==> src/rtl/mac_feeder_pkg.sv <==
// Shared constants for the MAC feeder: FSM state encoding and the finish/watchdog timing.
package mac_feeder_pkg;

  localparam logic [2:0] S_IDLE   = 3'd0;
  localparam logic [2:0] S_LOAD   = 3'd1;
  localparam logic [2:0] S_START  = 3'd2;
  localparam logic [2:0] S_STREAM = 3'd3;
  localparam logic [2:0] S_WAIT   = 3'd4;
  localparam logic [2:0] S_RESP   = 3'd5;

  // The MAC pulses finish FIN_LAT cycles after the last operand; the watchdog allows WDOG_SLACK more.
  localparam int FIN_LAT    = 3;
  localparam int WDOG_SLACK = 3;

endpackage

==> src/rtl/mac_feeder_buf.sv <==
// Operand-pair register file: one synchronous write port, one combinational read port.
module mac_feeder_buf
  import mac_feeder_pkg::*;
#(
  parameter int W     = 16,
  parameter int AW    = 5,
  parameter int DEPTH = 31
) (
  input  logic          clk,
  input  logic          we,
  input  logic [AW-1:0] waddr,
  input  logic [W-1:0]  wdata,
  input  logic [AW-1:0] raddr,
  output logic [W-1:0]  rdata
);

  logic [W-1:0] mem_q [DEPTH];

  always_ff @(posedge clk) begin
    if (we) mem_q[waddr] <= wdata;
  end

  assign rdata = mem_q[raddr];

endmodule

==> src/rtl/mac_feeder.sv <==
// Job driver for the pipelined MAC: buffers N operand pairs, streams them gap-free after a start
// pulse, and returns the job's dot product as a delta against the accumulator value at job start.
module mac_feeder
  import mac_feeder_pkg::*;
#(
  parameter int DW     = 8,
  parameter int OW     = 16,
  parameter int CW     = 5,
  parameter int MAXLEN = 31
) (
  input  logic          clk,
  input  logic          reset_n,
  input  logic          cmd_valid,
  output logic          cmd_ready,
  input  logic [CW-1:0] cmd_len,
  input  logic          op_valid,
  output logic          op_ready,
  input  logic [DW-1:0] op_a,
  input  logic [DW-1:0] op_b,
  output logic          res_valid,
  input  logic          res_ready,
  output logic [OW-1:0] res_data,
  output logic          res_err,
  output logic          mac_start,
  output logic [CW-1:0] mac_count,
  output logic [DW-1:0] mac_opA,
  output logic [DW-1:0] mac_opB,
  input  logic          mac_finish,
  input  logic [OW-1:0] mac_out
);

  localparam logic [CW-1:0] ONE     = {{(CW-1){1'b0}}, 1'b1};
  localparam logic [2:0]    WD_LAST = 3'(FIN_LAT + WDOG_SLACK - 1);

  logic [2:0]      state_q, state_d;
  logic [CW-1:0]   len_q, len_d;
  logic [CW-1:0]   wr_ptr_q, wr_ptr_d;
  logic [CW-1:0]   rd_ptr_q, rd_ptr_d;
  logic [OW-1:0]   base_q, base_d;
  logic [OW-1:0]   res_data_q, res_data_d;
  logic            res_err_q, res_err_d;
  logic [2:0]      wd_q, wd_d;
  logic            buf_we;
  logic [2*DW-1:0] buf_rdata;

  mac_feeder_buf #(.W(2*DW), .AW(CW), .DEPTH(MAXLEN)) u_buf (
    .clk   (clk),
    .we    (buf_we),
    .waddr (wr_ptr_q),
    .wdata ({op_a, op_b}),
    .raddr (rd_ptr_q),
    .rdata (buf_rdata)
  );

  assign cmd_ready = (state_q == S_IDLE);
  assign op_ready  = (state_q == S_LOAD) && (wr_ptr_q < len_q);
  assign buf_we    = op_valid && op_ready;
  assign res_valid = (state_q == S_RESP);
  assign res_data  = res_data_q;
  assign res_err   = res_err_q;
  assign mac_start = (state_q == S_START);
  assign mac_count = (state_q == S_START) ? len_q : '0;
  assign mac_opA   = (state_q == S_STREAM) ? buf_rdata[2*DW-1:DW] : '0;
  assign mac_opB   = (state_q == S_STREAM) ? buf_rdata[DW-1:0] : '0;

  always_comb begin
    state_d    = state_q;
    len_d      = len_q;
    wr_ptr_d   = wr_ptr_q;
    rd_ptr_d   = rd_ptr_q;
    base_d     = base_q;
    res_data_d = res_data_q;
    res_err_d  = res_err_q;
    wd_d       = wd_q;
    case (state_q)
      S_IDLE: begin
        wr_ptr_d = '0;
        rd_ptr_d = '0;
        if (cmd_valid) begin
          len_d  = cmd_len;
          base_d = mac_out;
          if (cmd_len == '0) begin
            // Zero-length job: the MAC would never finish, so answer directly.
            res_data_d = '0;
            res_err_d  = 1'b0;
            state_d    = S_RESP;
          end else begin
            state_d = S_LOAD;
          end
        end
      end
      S_LOAD: begin
        if (buf_we) begin
          wr_ptr_d = wr_ptr_q + ONE;
          if (wr_ptr_q == len_q - ONE) state_d = S_START;
        end
      end
      S_START: begin
        rd_ptr_d = '0;
        wd_d     = '0;
        state_d  = S_STREAM;
      end
      S_STREAM: begin
        rd_ptr_d = rd_ptr_q + ONE;
        if (rd_ptr_q == len_q - ONE) begin
          wd_d    = '0;
          state_d = S_WAIT;
        end
      end
      S_WAIT: begin
        if (mac_finish) begin
          // Accumulator is never cleared; modular subtraction recovers this job's sum.
          res_data_d = mac_out - base_q;
          res_err_d  = 1'b0;
          state_d    = S_RESP;
        end else if (wd_q == WD_LAST) begin
          res_data_d = '0;
          res_err_d  = 1'b1;
          state_d    = S_RESP;
        end else begin
          wd_d = wd_q + 3'd1;
        end
      end
      S_RESP: begin
        if (res_ready) begin
          wr_ptr_d = '0;
          rd_ptr_d = '0;
          state_d  = S_IDLE;
        end
      end
      default: state_d = S_IDLE;
    endcase
  end

  always_ff @(posedge clk) begin
    if (!reset_n) begin
      state_q    <= S_IDLE;
      wr_ptr_q   <= '0;
      rd_ptr_q   <= '0;
      wd_q       <= '0;
      res_data_q <= '0;
      res_err_q  <= 1'b0;
    end else begin
      state_q    <= state_d;
      wr_ptr_q   <= wr_ptr_d;
      rd_ptr_q   <= rd_ptr_d;
      wd_q       <= wd_d;
      res_data_q <= res_data_d;
      res_err_q  <= res_err_d;
    end
  end

  always_ff @(posedge clk) begin
    len_q  <= len_d;
    base_q <= base_d;
  end

endmodule
==> config.mk <==
export PLATFORM = sky130hd
export DESIGN_NAME = mac_feeder
export DESIGN_NICKNAME = d
export VERILOG_FILES = /design/src/rtl/mac_feeder_pkg.sv /design/src/rtl/mac_feeder_buf.sv /design/src/rtl/mac_feeder.sv
export SDC_FILE = /design/constraint.sdc
export NUM_CORES = 1
export LEC_CHECK = 0
export CAP_MARGIN = 20
export CORE_MARGIN = 3
export CORE_UTILIZATION = 47
export DETAILED_ROUTE_END_ITERATION = 12
export SYNTH_ARGS = -nofsm -noshare
export SYNTH_HDL_FRONTEND = slang
export SYNTH_SLANG_ARGS = --single-unit
==> constraint.sdc <==
create_clock -name clk -period 3.1 [get_ports clk]
set_input_delay 0.465 -clock clk [delete_from_list [all_inputs] [get_ports clk]]
set_output_delay 0.465 -clock clk [all_outputs]
set_load 0.005 [all_outputs]
### Yosys cells after proc, flatten, opt, wreduce, memory -nomap -nowiden

Memories as Yosys holds them, arrays and structs flattened. A register that Yosys moved wholly into a read port is not among the register bits.
Index checks and enable logic that the tools add are counted.

| cells by class | value |
|---|---|
| magnitude comparators | 1 |
| add/sub/neg operators | 5 |
| muxes and demuxes | 34 |
| reductions and logical operators | 15 |
| equality and inequality tests | 17 |

Operator list:

| cell | count |
|---|---|
| $mux W16 | 4 |
| $mux W3 | 11 |
| $pmux W16 S2 | 1 |
| $pmux W5 S3 | 2 |
| $mux W5 | 5 |
| $pmux W3 S6 | 1 |
| $mux W8 | 2 |
| $sub A16 B16 Y16 | 1 |
| $add A5 B1 Y5 const B | 2 |
| $eq A5 B5 Y1 | 2 |
| $eq A3 B3 Y1 const B | 3 |
| $pmux W3 S3 | 1 |
| $reduce_bool A3 Y1 | 3 |
| $ne A2 B1 Y1 const B | 4 |
| $ne A2 B2 Y1 const B | 4 |
| $reduce_and A4 Y1 | 2 |
| $eq A3 B2 Y1 const B | 2 |
| $mux W1 | 6 |
| $reduce_and A6 Y1 | 1 |
| $logic_not A5 Y1 | 1 |
| $lt A5 B5 Y1 | 1 |
| $sub A5 B1 Y5 const B | 1 |
| $reduce_and A2 Y1 | 2 |
| $add A3 B1 Y3 const B | 1 |
| 8 further kinds | 9 |

| storage, ports and cells | value |
|---|---|
| input port bits | 43 |
| flip-flop bits (word level) | 54 |
| word-level logic and storage cells | 81 |
| output and inout bits | 42 |
| memories kept | 1 |
| memory bits (writable) | 496 |

Memories:

| memory | words | width | rd ports | clocked after Yosys merged registers in | write ports | line | RTL |
|---|---|---|---|---|---|---|---|
| u_buf.mem_q | 31 | 16 | 1 | 1 | 1 | mac_feeder_buf.sv:17 | `logic [W-1:0] mem_q [DEPTH];` |

### Logic depth before layout (Yosys ltp)

| depth | value |
|---|---|
| depth after elaboration | 6 |
| mapped depth | 10 |
| mapped depth without buffers | 10 |

### Hierarchy

A second synthesis with hierarchy kept.

| second synthesis, totals | value |
|---|---|
| cell total of the unflattened synthesis | 1280 |
| area total of the unflattened synthesis | 22617.9 um2 |

By module, submodules not included:

| module | area an instance (um2) | cells each | times used |
|---|---|---|---|
| mac_feeder_buf | 19233.4 | 917 | 1 |
| mac_feeder | 3384.5 | 363 | 1 |

### Least setup slack after synthesis

Ideal clock, no wire load.

| timing | value |
|---|---|
| kind | reg2reg |
| from | reg len_q[1] |
| to | mem u_buf.mem_q[27][0] (enable) |
| path slack | 0.285 ns |
| arrival time | 2.426 ns |
| cell stages (with the launch flop) | 9 |
| clock period less this slack | 2.815 ns |
| required time | 2.712 ns |
| cells stage by stage | edfxtp_1 -> inv_1 -> ha_1 -> nor2b_1 -> o21ai_1 -> a21oi_1 -> nor4b_2 -> nand2_1 -> nor2_1 |

| between the ends | value |
|---|---|
| longest elaborated chain between the ends | 5 |

Ends and longest elaborated chain:

| element | line | RTL |
|---|---|---|
| start: declaration | mac_feeder.sv:36 | `logic [CW-1:0] len_q, len_d;` |
| start signal: assignment | mac_feeder.sv:154 | `len_q <= len_d;` |
| $lt A5 B5 Y1 | mac_feeder.sv:56 | `assign op_ready = (state_q == S_LOAD) && (wr_ptr_q < len_q);` |
| $logic_and A1 B1 Y1 | mac_feeder.sv:56 |  |
| $logic_and A1 B1 Y1 | mac_feeder.sv:57 | `assign buf_we = op_valid && op_ready;` |
| $mux W1 | mac_feeder_buf.sv:20 | `if (we) mem_q[waddr] <= wdata;` |
| $mux W1 (not written as such) | mac_feeder_buf.sv:20 |  |
| end: declaration | mac_feeder_buf.sv:17 |  |

Every way passes these cells.

==> run_results.csv <==
group,metric,value,unit
hold_path,hp-class,"input port to register",
route,final_antenna_net_count,0,
clock_tree,root_buffer,"clkbuf_16",
yosys,yosysSeqAreaShare,72.7,%
global_route,grt_overflow,0,
yosys,synth_edf_count,517,
yosys,ys_ff_latch,555,
final_layout,finalNetCount,1492,
timing,finClkSkew,0.0211,ns
floorplan,die_x,224,µm
route,drt_iter0_drc,905,
power_and_ir_drop,pwr-share-clk,42.1,%
final_layout,area_delta_synth_final,23.2,%
setup_path,cp_slowest_cell,"mux4_2",
timing,fin_ws,-0.168,ns
floorplan,start_util,47.8,%
setup_path,end_kind,"output pin",
final_layout,final_cells,2077,
route,totalWireLength,52500,µm
power_and_ir_drop,p_seq_share,52.1,%
timing,worst_slew_pin_slew,1.04,ns
yosys,ys_types,64,
setup_path,critical_path_buf_inv_count,5,
power_and_ir_drop,p_switching,3240,µW
final_layout,fin_util,58.9,%
floorplan,die_h,224,µm
route,first_pass_iters,5,
setup_path,max_stage_delay,0.55,ns
power_and_ir_drop,internal_power,12600,µW
yosys,synth_area_leaders,"edfxtp_1 (69%), mux4_2 (14%), dfxtp_1 (3.4%), ha_1 (1.6%), inv_1 (0.97%)",
timing,slew_violations,0,
placement,preCtsSetupSlack,0.0929,ns
power_and_ir_drop,powerDensity,574,nW/µm²
placement,dp_hpwl,31500,µm
hold_path,holdCritStartpoint,"mac_out[0]",
route,route.detailed.drc,0,
route,wl_per_cell,25.3,µm
yosys,syn_area_per_cell,19.0,µm²
setup_path,cpMostUsedCell,"mux4_2",
power_and_ir_drop,power_leakage,0.00906,µW
setup_path,path_class,"register to output pin",
placement,portBuffers,84,
clock_tree,htreeDepth,2,
route,viasPerCell,5.71,
timing,period_share,105,%
setup_path,path_cells,"buf_12 > buf_8 > buf_16 > mux4_2 > mux4_2 > inv_2 > o22ai_2 > buf_2",
timing,finalHoldViolations,0,
hold_path,holdPathStages,1,
setup_path,rr_worst_depth,10,
setup_path,r2r_setup_slack,0.21,ns
global_route,grt_start_max_net_pins,43,
yosys,async_reset_ff_share,0,%
global_route,antenna_found_initial,0,
timing,setup_violations,16,
clock_tree,cts_tree,"built",
setup_path,reg2reg_from,"len_q[1]$_DFFE_PP_",
final_layout,multi_input_area,5810,µm²
timing,slew_headroom,30.6,%
setup_path,cp_max_fo,7,
power_and_ir_drop,p_comb_share,5.9,%
yosys,synthFlopType,"edfxtp_1",
power_and_ir_drop,ir_worst_vdd,0.398,mV
setup_path,worstPathRequired,2.63,ns
yosys,synth_commonest_cells,"edfxtp_1 (517), mux4_2 (144), inv_1 (58), nor2_1 (57), nand2_1 (43)",
outcome,status,"finished, violations left",
global_route,grt_pass1_wl,79200,µm
setup_path,rr_endpoint,"u_buf.mem_q[2][14]$_DFFE_PP_",
yosys,synth_area,22400,µm²
floorplan,core,46900,µm²
clock_tree,clockBufferDepth,3,
global_route,first_global_vias,12400,
timing,fin_crit,3.27,ns
setup_path,crit_path_start_kind,"register",
placement,gp_congestion,0.761,
placement,dp.cells,1914,
hold_path,hold_end,"base_q[0]$_DFFE_PP_",
timing,fin_tns_setup,-1.80,ns
yosys,synth.most_common_cell,"edfxtp_1",
global_route,grt_use_total,21.4,%
final_layout,layout-drive-gt1-share,32.3,%
power_and_ir_drop,switching_share,20.5,%
timing,max_freq,306,MHz
timing,rsz0062_at_grt,"true",
final_layout,seq_area,16300,µm²
final_layout,fillers,3531,
clock_tree,clkSinkCount,555,
setup_path,worst_path_dominant_cell_family,"multiplexers",
clock_tree,clkTransAtPathRegs,0.06,ns
clock_tree,cts_buffers,57,
floorplan,die-area,50300,µm²
floorplan,pin_count,85,
yosys,synth.net_count,1248,
yosys,yosys.area.top_type,"edfxtp_1",
outcome,violations,"negative setup slack",
setup_path,arrival,2.80,ns
yosys,syn_inst,1176,
yosys,ys_warn_count,0,
floorplan,num_rows,79,
clock_tree,clock_latency,0.60,ns
yosys,synth_top_area_share,69.3,%
job,drv_cap,0,
route,via_count,11900,
state kept, by name (all words and copies together) (netlist names), named ones only:
name and count:
u_buf.mem_q 496, base_q 16, res_data 16, len_q 5
rd_ptr_q 5, wr_ptr_q 5, state_q 3, wd_q 3
res_err 1
repair_timing:
| action | in CTS | in global routing |
|---|---|---|
| endpoints found under the setup margin | 16 | 28 |
| resized for setup | 120 | 16 |
| hold buffers | 0 | 0 |
| gates cloned | 8 | 0 |
| pin swaps | 1 | 1 |
| buffers inserted | 45 | 4 |
worst reg2reg max path, cell delays in order, from the launching register on:
cell and delay, ns:
edfxtp_1 0.38, inv_1 0.13, ha_1 0.24, nor2b_1 0.13, o21ai_1 0.11, a21oi_1 0.14
nor4b_2 0.34, buf_4 0.20, nand2_1 0.34, nor2_2 0.24, buf_4 0.30
per-layer routing:
layer | track usage (%) | wire length [µm]
met1 | 29.7 | 22000
met2 | 35.7 | 26100
met3 | 4.36 | 3440
met4 | 4.63 | 970
met5 | 0 | 0
worst max path at each step:
stage | to | depth (start not counted) | from | slack [ns]
4_1_cts | mac_opB[2] | 9 | register | -0.21
6_report | mac_opB[0] | 8 | register | -0.17
3_3_place_gp | mac_opB[1] | 7 | register | 0.13
2_1_floorplan | u_buf.mem_q[27][0]$_DFFE_PP_ | 8 | len_q[1]$_DFFE_PP_ | 0.29
3_5_place_dp | u_buf.mem_q[29][10]$_DFFE_PP_ | 10 | len_q[1]$_DFFE_PP_ | 0.09
5_1_grt | mac_opB[2] | 9 | register | -0.25
layout by cell type (no fill, tap or decap), types with 17 or more instances in the layout:
master / count
dfxtp_1: 34
mux2i_1: 19
nor2_2: 32
inv_1: 36
inv_2: 22
o21ai_0: 25
nor2_1: 26
clkdlybuf4s50_1: 68
nand2_1: 41
a21oi_1: 17
mux4_2: 144
buf_12: 39
edfxtp_1: 517
buf_4: 90
clkbuf_16: 60
ha_1: 28
layout make-up:
cell class	instances	area share (%)
repair buffers	237	9.68
inverters	59	0.812
flip-flops and latches	555	59.1
clock buffers	75	5.57
diodes	1	0.00907
clock inverters	33	1.03
well taps	607	2.75
multi-input cells	510	21.1
power by group through the flow:
stage                     clock network, µW  registers (µW)  logic [µW]
after global placement                    0            8390         775
final                                  6650            8240         929
after CTS                              6810            8240         941
after floorplan                           0            8390         446
after global routing                   7110            8230        1010
after detailed placement                  0            8400         786
through the flow:
stage / total power [µW] / cell area [µm²] / hold WS, ns
after floorplan: 8840 / 22400 / 0.442
after global placement: 9170 / 25000 / 0.441
after detailed placement: 9180 / 25000 / 0.441
after CTS: 16000 / 27600 / 0.410
after global routing: 16400 / 27600 / 0.438
final: 15800 / 27600 / 0.446
logic make-up after synthesis:
group	after synthesis	synth area share [%]
DFF	555	72.7
xor gates and xnor gates	24	0.939
adders and majority gates	29	1.65
AOI/OAI and AO/OA	114	3.27
buffers and inverters	111	2.02
and+or+nand+nor	180	4.05
muxes	163	15.3
(Power assumes the default switching activity.)
